File: src/rtl/ch2_pkg.sv
// Shared constants for the channel-2 tick counter: 7-segment patterns
// (active-high, bit order gfedcba), BCD digit width and digit limits.
package ch2_pkg;

  localparam int unsigned DIGIT_W = 4;

  localparam logic [DIGIT_W-1:0] DIGIT_MAX  = 4'd9;
  localparam logic [DIGIT_W-1:0] DIGIT_ZERO = 4'd0;
  localparam logic [DIGIT_W-1:0] DIGIT_ONE  = 4'd1;

  localparam logic [6:0] SEG_0     = 7'b0111111;
  localparam logic [6:0] SEG_1     = 7'b0000110;
  localparam logic [6:0] SEG_2     = 7'b1011011;
  localparam logic [6:0] SEG_3     = 7'b1001111;
  localparam logic [6:0] SEG_4     = 7'b1100110;
  localparam logic [6:0] SEG_5     = 7'b1101101;
  localparam logic [6:0] SEG_6     = 7'b1111101;
  localparam logic [6:0] SEG_7     = 7'b0000111;
  localparam logic [6:0] SEG_8     = 7'b1111111;
  localparam logic [6:0] SEG_9     = 7'b1101111;
  localparam logic [6:0] SEG_BLANK = 7'b0000000;

  // Digit to segment pattern; codes 10..15 never occur, blank them anyway.
  function automatic logic [6:0] seg_decode(input logic [DIGIT_W-1:0] digit);
    logic [6:0] pat;
    case (digit)
      4'd0:    pat = SEG_0;
      4'd1:    pat = SEG_1;
      4'd2:    pat = SEG_2;
      4'd3:    pat = SEG_3;
      4'd4:    pat = SEG_4;
      4'd5:    pat = SEG_5;
      4'd6:    pat = SEG_6;
      4'd7:    pat = SEG_7;
      4'd8:    pat = SEG_8;
      4'd9:    pat = SEG_9;
      default: pat = SEG_BLANK;
    endcase
    return pat;
  endfunction

endpackage

File: src/rtl/ch2_sync.sv
// Single-bit synchronizer: STAGES flops in series, async active-low reset.
module ch2_sync #(
  parameter int STAGES = 2
) (
  input  logic i_clk,
  input  logic i_rst_n,
  input  logic i_d,
  output logic o_q
);

  logic [STAGES-1:0] r_chain;

  // Shift the asynchronous input through the flop chain.
  always_ff @(posedge i_clk or negedge i_rst_n) begin
    if (!i_rst_n) r_chain <= '0;
    else          r_chain <= {r_chain[STAGES-2:0], i_d};
  end

  assign o_q = r_chain[STAGES-1];

endmodule

File: src/rtl/ch2_tick_cnt.sv
// Channel-2 tick counter: synchronizes four ripple-divider taps, detects
// rising edges of the selected tap and counts them as two BCD digits with a
// sticky wrap flag.
// Optional: define CH2_TICK_SEG_EN to build the registered 7-segment decoder
// for the units digit; otherwise o_seg is tied blank.
module ch2_tick_cnt
  import ch2_pkg::*;
#(
  parameter int SYNC_STAGES = 2
) (
  input  logic       i_clk,
  input  logic       i_rst_n,
  input  logic [3:0] i_q_in,
  input  logic [1:0] i_sel,
  input  logic       i_en,
  input  logic       i_clr,
  output logic       o_tick,
  output logic [7:0] o_bcd,
  output logic       o_ovf,
  output logic [6:0] o_seg
);

  logic [3:0]         w_sync;
  logic               w_cur;
  logic               w_sel_stable;
  logic               w_rise;
  logic [1:0]         r_sel_q;
  logic               r_prev;
  logic               r_tick;
  logic [DIGIT_W-1:0] r_units;
  logic [DIGIT_W-1:0] r_tens;
  logic               r_ovf;

  for (genvar g = 0; g < 4; g++) begin : g_sync
    ch2_sync #(.STAGES(SYNC_STAGES)) u_sync (
      .i_clk   (i_clk),
      .i_rst_n (i_rst_n),
      .i_d     (i_q_in[g]),
      .o_q     (w_sync[g])
    );
  end

  assign w_cur        = w_sync[r_sel_q];
  assign w_sel_stable = (i_sel == r_sel_q);
  assign w_rise       = w_cur & ~r_prev & w_sel_stable;

  // Tap select, previous-tap and tick registers. The previous-tap register
  // follows the tap indexed by the incoming select, which equals the current
  // tap in steady state and preloads the new tap's level during a switch so
  // that a high new tap is not mistaken for an edge.
  always_ff @(posedge i_clk or negedge i_rst_n) begin
    if (!i_rst_n) begin
      r_sel_q <= 2'd0;
      r_prev  <= 1'b0;
      r_tick  <= 1'b0;
    end else begin
      r_sel_q <= i_sel;
      r_prev  <= w_sync[i_sel];
      r_tick  <= w_rise;
    end
  end

  // Two-digit BCD counter with sticky overflow; clear beats a tick.
  always_ff @(posedge i_clk or negedge i_rst_n) begin
    if (!i_rst_n) begin
      r_units <= DIGIT_ZERO;
      r_tens  <= DIGIT_ZERO;
      r_ovf   <= 1'b0;
    end else if (i_clr) begin
      r_units <= DIGIT_ZERO;
      r_tens  <= DIGIT_ZERO;
      r_ovf   <= 1'b0;
    end else if (r_tick && i_en) begin
      if (r_units == DIGIT_MAX) begin
        r_units <= DIGIT_ZERO;
        if (r_tens == DIGIT_MAX) begin
          r_tens <= DIGIT_ZERO;
          r_ovf  <= 1'b1;
        end else begin
          r_tens <= r_tens + DIGIT_ONE;
        end
      end else begin
        r_units <= r_units + DIGIT_ONE;
      end
    end
  end

  assign o_tick = r_tick;
  assign o_bcd  = {r_tens, r_units};
  assign o_ovf  = r_ovf;

`ifdef CH2_TICK_SEG_EN
  logic [6:0] r_seg;

  // Segment pattern trails the units digit by one cycle.
  always_ff @(posedge i_clk or negedge i_rst_n) begin
    if (!i_rst_n) r_seg <= SEG_0;
    else          r_seg <= seg_decode(r_units);
  end

  assign o_seg = r_seg;
`else
  assign o_seg = SEG_BLANK;
`endif

endmodule

File: config.mk
export PLATFORM = sky130hd
export DESIGN_NAME = ch2_tick_cnt
export DESIGN_NICKNAME = d
export VERILOG_FILES = /design/src/rtl/ch2_pkg.sv /design/src/rtl/ch2_sync.sv /design/src/rtl/ch2_tick_cnt.sv
export SDC_FILE = /design/constraint.sdc
export NUM_CORES = 1
export LEC_CHECK = 0
export CAP_MARGIN = 20
export CORE_MARGIN = 3
export CORE_UTILIZATION = 30
export DETAILED_ROUTE_END_ITERATION = 16
export SLEW_MARGIN = 20
export SYNTH_ARGS = -nofsm -noshare
export SYNTH_HDL_FRONTEND = slang
export SYNTH_SLANG_ARGS = --single-unit
export TNS_END_PERCENT = 30
File: constraint.sdc
create_clock -name i_clk -period 1.8 [get_ports i_clk]
set_input_delay 0.18 -clock i_clk [delete_from_list [all_inputs] [get_ports i_clk]]
set_output_delay 0.18 -clock i_clk [all_outputs]
set_load 0.01 [all_outputs]
; Word-level counts from Yosys, hierarchy flattened
; Index checks and enable logic that the tools add are counted.
[classes]
n_lt_le_gt_ge = 2
n_reduce_logical = 6
add_sub_neg = 2
mux = 15
n_eq_ne = 3
n_bitwise = 3
[ops]
columns = cell, count
row1 = $mux W4, 7
row2 = $add A4 B1 Y4 const B, 2
row3 = $eq A4 B4 Y1 const B, 2
row4 = $lt A2 B3 Y1 const B, 2
row5 = $mux W1, 6
row6 = $reduce_bool A2 Y1, 3
row7 = $bmux W1 S2, 2
row8 = $reduce_and A3 Y1, 1
row9 = $and A1 B1 Y1, 2
row10 = $eq A2 B2 Y1, 1
row11 = $reduce_and A2 Y1, 1
row12 = $logic_and A1 B1 Y1, 1
row13 = $not A1 Y1, 1
[word_totals]
ff_bits = 21
wordCells = 41

; Logic depth before layout (Yosys ltp)
[depth]
word_depth = 5
mapped_depth = 5
mapped_depth_nobuf = 5

; Modules after synthesis
; Synthesis repeated with hierarchy kept, for this count alone.
[unflattened]
cells_unflattened = 87
hier_area_um2 = 977.2
[modules_own_cells]
columns = module, instances, area_per_inst_um2, cells_per_inst, seq_area_each_um2
row1 = ch2_tick_cnt, 1, 777.0, 79, 325.3
row2 = ch2_sync, 4, 50.0, 2, 50.0

; Worst setup path after synthesis
; OpenSTA, ideal clock, no wires.
[synth_path]
kind = register to register
from = register r_units[1]
to = register r_tens[0]
path_stages_with_launch = 6
path_buffers = 0
slack_ps = 369
t_arrival_ps = 1306
period_less_slack_ps = 1431
path_cell_list = dfrtp_1 > inv_1 > ha_1 > nand3b_1 > o21ai_2 > mux2_2
[synth_via]
elab_chain_cells = 3
[synth_lines]
columns = element, line_no
row1 = "start, declared", ch2_tick_cnt.sv:30  ; logic [DIGIT_W-1:0] r_units;
row2 = "start signal, assigned", ch2_tick_cnt.sv:83  ; r_units <= r_units + DIGIT_ONE;
row3 = $eq A4 B4 Y1, ch2_tick_cnt.sv:74  ; if (r_units == DIGIT_MAX) begin
row4 = $reduce_bool A2 Y1 (no line), -
row5 = $reduce_and A2 Y1 (no line), -
row6 = "end signal, assigned", ch2_tick_cnt.sv:80  ; r_tens <= r_tens + DIGIT_ONE;
row7 = "end, declared", ch2_tick_cnt.sv:31  ; logic [DIGIT_W-1:0] r_tens;
; No other way between the ends.
; A chain may end at the register's enable or synchronous reset.

; Worst setup path in the final report
; Ends and elaborated chain as after synthesis.

==> flow_summary.toml <==
[outcome]
run_status = "completed"

[route]
drt-initial-drc-count = 31
drtAntennaViolNets = 0
route.detailed.drc = 0
avgViaCountPerCell = 5.023
wire_per_inst_um = 12.42
dr.pass1.iters = 4
via_count = 668
drt-total-wl_um = 1652

[grt]
grt_pass1_wl_um = 2877
grt_max_degree = 22
grtUsageTotal_pct = 10.55
grt_pass1_vias = 638
antenna_found_initial = 0
grt_overflow = 0

[synth]
yosysUniqueCellTypes = 27
yosysTopAreaCellShare_pct = 56.15
syn_area_per_cell_um2 = 11.85
synthCells = 79
synth_ff_type = "dfrtp_1"
ys_warn_count = 0
synth_area_leaders = "dfrtp_1 (56%), buf_4 (5.6%), ha_1 (5.3%)"
synth_area_um2 = 935.9
synth_compound_area_share_pct = 9.626
yosysSeqAreaShare_pct = 56.15
synth-simple-area-share_pct = 14.17
synth_top_family_by_area = "simple AND/OR/NAND/NOR gates"
synth.top_cells.by_count = "dfrtp_1 (21), buf_4 (7)"
yosys.area.top_type = "dfrtp_1"
synth-async-reset-ratio_pct = 100.0
synthAdderAreaFrac_pct = 5.348
synth_edf_count = 0
synth.most_common_cell = "dfrtp_1"
synth_xor_xnor_area_share_pct = 1.872
synth-seq-cells = 21
synth_mux_area_share_pct = 4.679

[clocking]
ctsResizeCount = 0
postCtsSetupBuffers = 0
cts_tree = "done"
clk_pin_slew_ps = 120
cts_buffers = 3
holdBufCountCts = 0
cts_root_buf = "clkbuf_4"
clk_path_buf_depth = 2
clkLatencyLatePin_ps = 300
h-tree-depth = 1
clock-sinks = 21

[die]
core_mm2 = 0.002853
rows = 19
start_util_pct = 32.81
dieArea_mm2 = 0.003826
io-pin-count = 27
die_h_um = 61.86
die_w_um = 61.86

[final_layout]
seq_area_um2 = 525.5
nFillCells = 281
area_growth_pct = 25.54
drive_gt1_share_pct = 11.76
multi_input_area_um2 = 360.3
fin_cells = 133
finalNetCount = 117
antenna_cells = 0

[power_and_ir_drop]
vdd_drop_max_v = 0.0004153
power_density_mw_per_mm2 = 742.8
p_leak_nw = 0.5087

[critical_path]
cp.depth = 5
path_delay_family = "flip-flops"
required_ps = 2000
critPathBufInv = 1
critPathLaunchType = "register"
cp_max_fo = 5
crit_chain = "inv_1, ha_1, nand3b_1, o21ai_2, mux2_2"
critPathLaunch = "r_units[1]"
worstSetupEndpoint = "r_tens[0]"
worstReg2RegEnd = "r_tens[0]"
crit_arrival_ps = 1740
r2r-start = "r_units[1]"
crit_type = "register to register"
worstSetupEndpointType = "register"
critPathMaxStageDelay_ps = 450
slowest_stage = "dfrtp_1"
r2r_cells = 5
regToRegSetupSlack_ps = 260

[hold_path]
hold_class = "input pin to async pin"

[sta]
fin_crit_ps = 1537
setup-violations-final = 0
hold_viol_final = 0
layout_worst_path_cycle_share_pct = 85.40
fmax_mhz = 650.5
tns_ps = 0
rsz0062_at_grt = "false"
final_max_slew_viol_count = 0
fin_skew_ps = 1.250

[place]
hpwl_um = 1293
port-buffer-count = 19
dp.cells = 129
gp_congestion = 0.8275

[job]
maxCapViolations = 0
## registers in the layout (all words and copies together), names as in the netlist
register,count
r_tens,4
o_ovf,1
g_sync.u_sync.r_chain,8
o_tick,1
r_sel_q,2
r_prev,1
r_units,4
## metrics by stage
| step | hold slack, ps | utilization (%) | total power [mW] | setup slack (ps) | instance area, µm² |
|---|---|---|---|---|---|
| after floorplan | -115.6 | - | 0.5911 | 369.1 | 958.4 |
| after global placement | 332.4 | 40.13 | 0.6488 | 213.6 | 1145 |
| after CTS | 199.5 | 41.18 | 0.8922 | 244.4 | 1175 |
| after detailed placement | 335.6 | 40.13 | 0.6543 | 168.8 | 1145 |
| after global routing | 200.4 | 41.18 | 0.9360 | 122.7 | 1175 |
| final | 200.0 | 41.18 | 0.8727 | 262.7 | 1175 |
## area by class of cell
class / instances / share of cell area [%]
Clock inverter: 1 / 0.6390
Timing Repair Buffer: 21 / 17.47
Tap cell: 31 / 3.301
Multi-Input combinational cell: 52 / 30.67
Clock buffer: 3 / 1.917
Inverter: 4 / 1.278
Sequential cell: 21 / 44.73
## how the worst min path moves through the flow
| stage | endpoint | slack (ps) | cells past startpoint |
|---|---|---|---|
| 2_1_floorplan | g_sync[0].u_sync.r_chain[0] | -120 | 0 |
| 3_3_place_gp | g_sync[2].u_sync.r_chain[1] | 330 | 0 |
| 3_5_place_dp | g_sync[3].u_sync.r_chain[1] | 340 | 0 |
| 4_1_cts | r_units[1] | 200 | 2 |
| 5_1_grt | g_sync[3].u_sync.r_chain[1] | 200 | 2 |
| 6_report | r_units[1] | 200 | 2 |
## cell families (layout without fill, tap and decap cells)
group,Yosys count,in the layout
muxes,4,4
other,1,7
adders and majority gates,4,4
xor gates and xnor gates,2,2
DFF,21,21
buffers and inverters,12,29
AOI/OAI and AO/OA,12,12
and+or+nand+nor,23,23
## worst reg2reg max path, stage by stage (launching register included)
cell      delay (ps)
dfrtp_1          450
inv_1             80
ha_1             160
nand3b_1         130
o21ai_2          250
mux2_2           370
## layer usage
metal / wire length (µm) / vias to the layer above / share of wire (%) / track usage [%]
li1: - / 311 / - / -
met3: 129 / 5 / 7.8 / 4.339
met1: 701 / 323 / 42 / 12.08
met5: 0 / - / 0 / 0
met2: 795 / 29 / 48 / 17.79
met4: 25 / 0 / 1.5 / 3.636
## cells in the final DEF, fill, tap and decap left out, types with 4 or more instances in the layout
master	count
nand3_1	4
inv_1	4
conb_1	7
ha_1	4
a21oi_1	4
clkdlybuf4s50_1	19
or3_1	4
dfrtp_1	21
## power breakdown
part | leakage (nW) | total (mW) | internal [mW] | switching (mW)
clock network | 0.0139 | 0.231 | 0.0847 | 0.146
logic | 0.229 | 0.123 | 0.0669 | 0.0564
registers | 0.265 | 0.518 | 0.497 | 0.0215
Power figures use the tool's default switching activity.
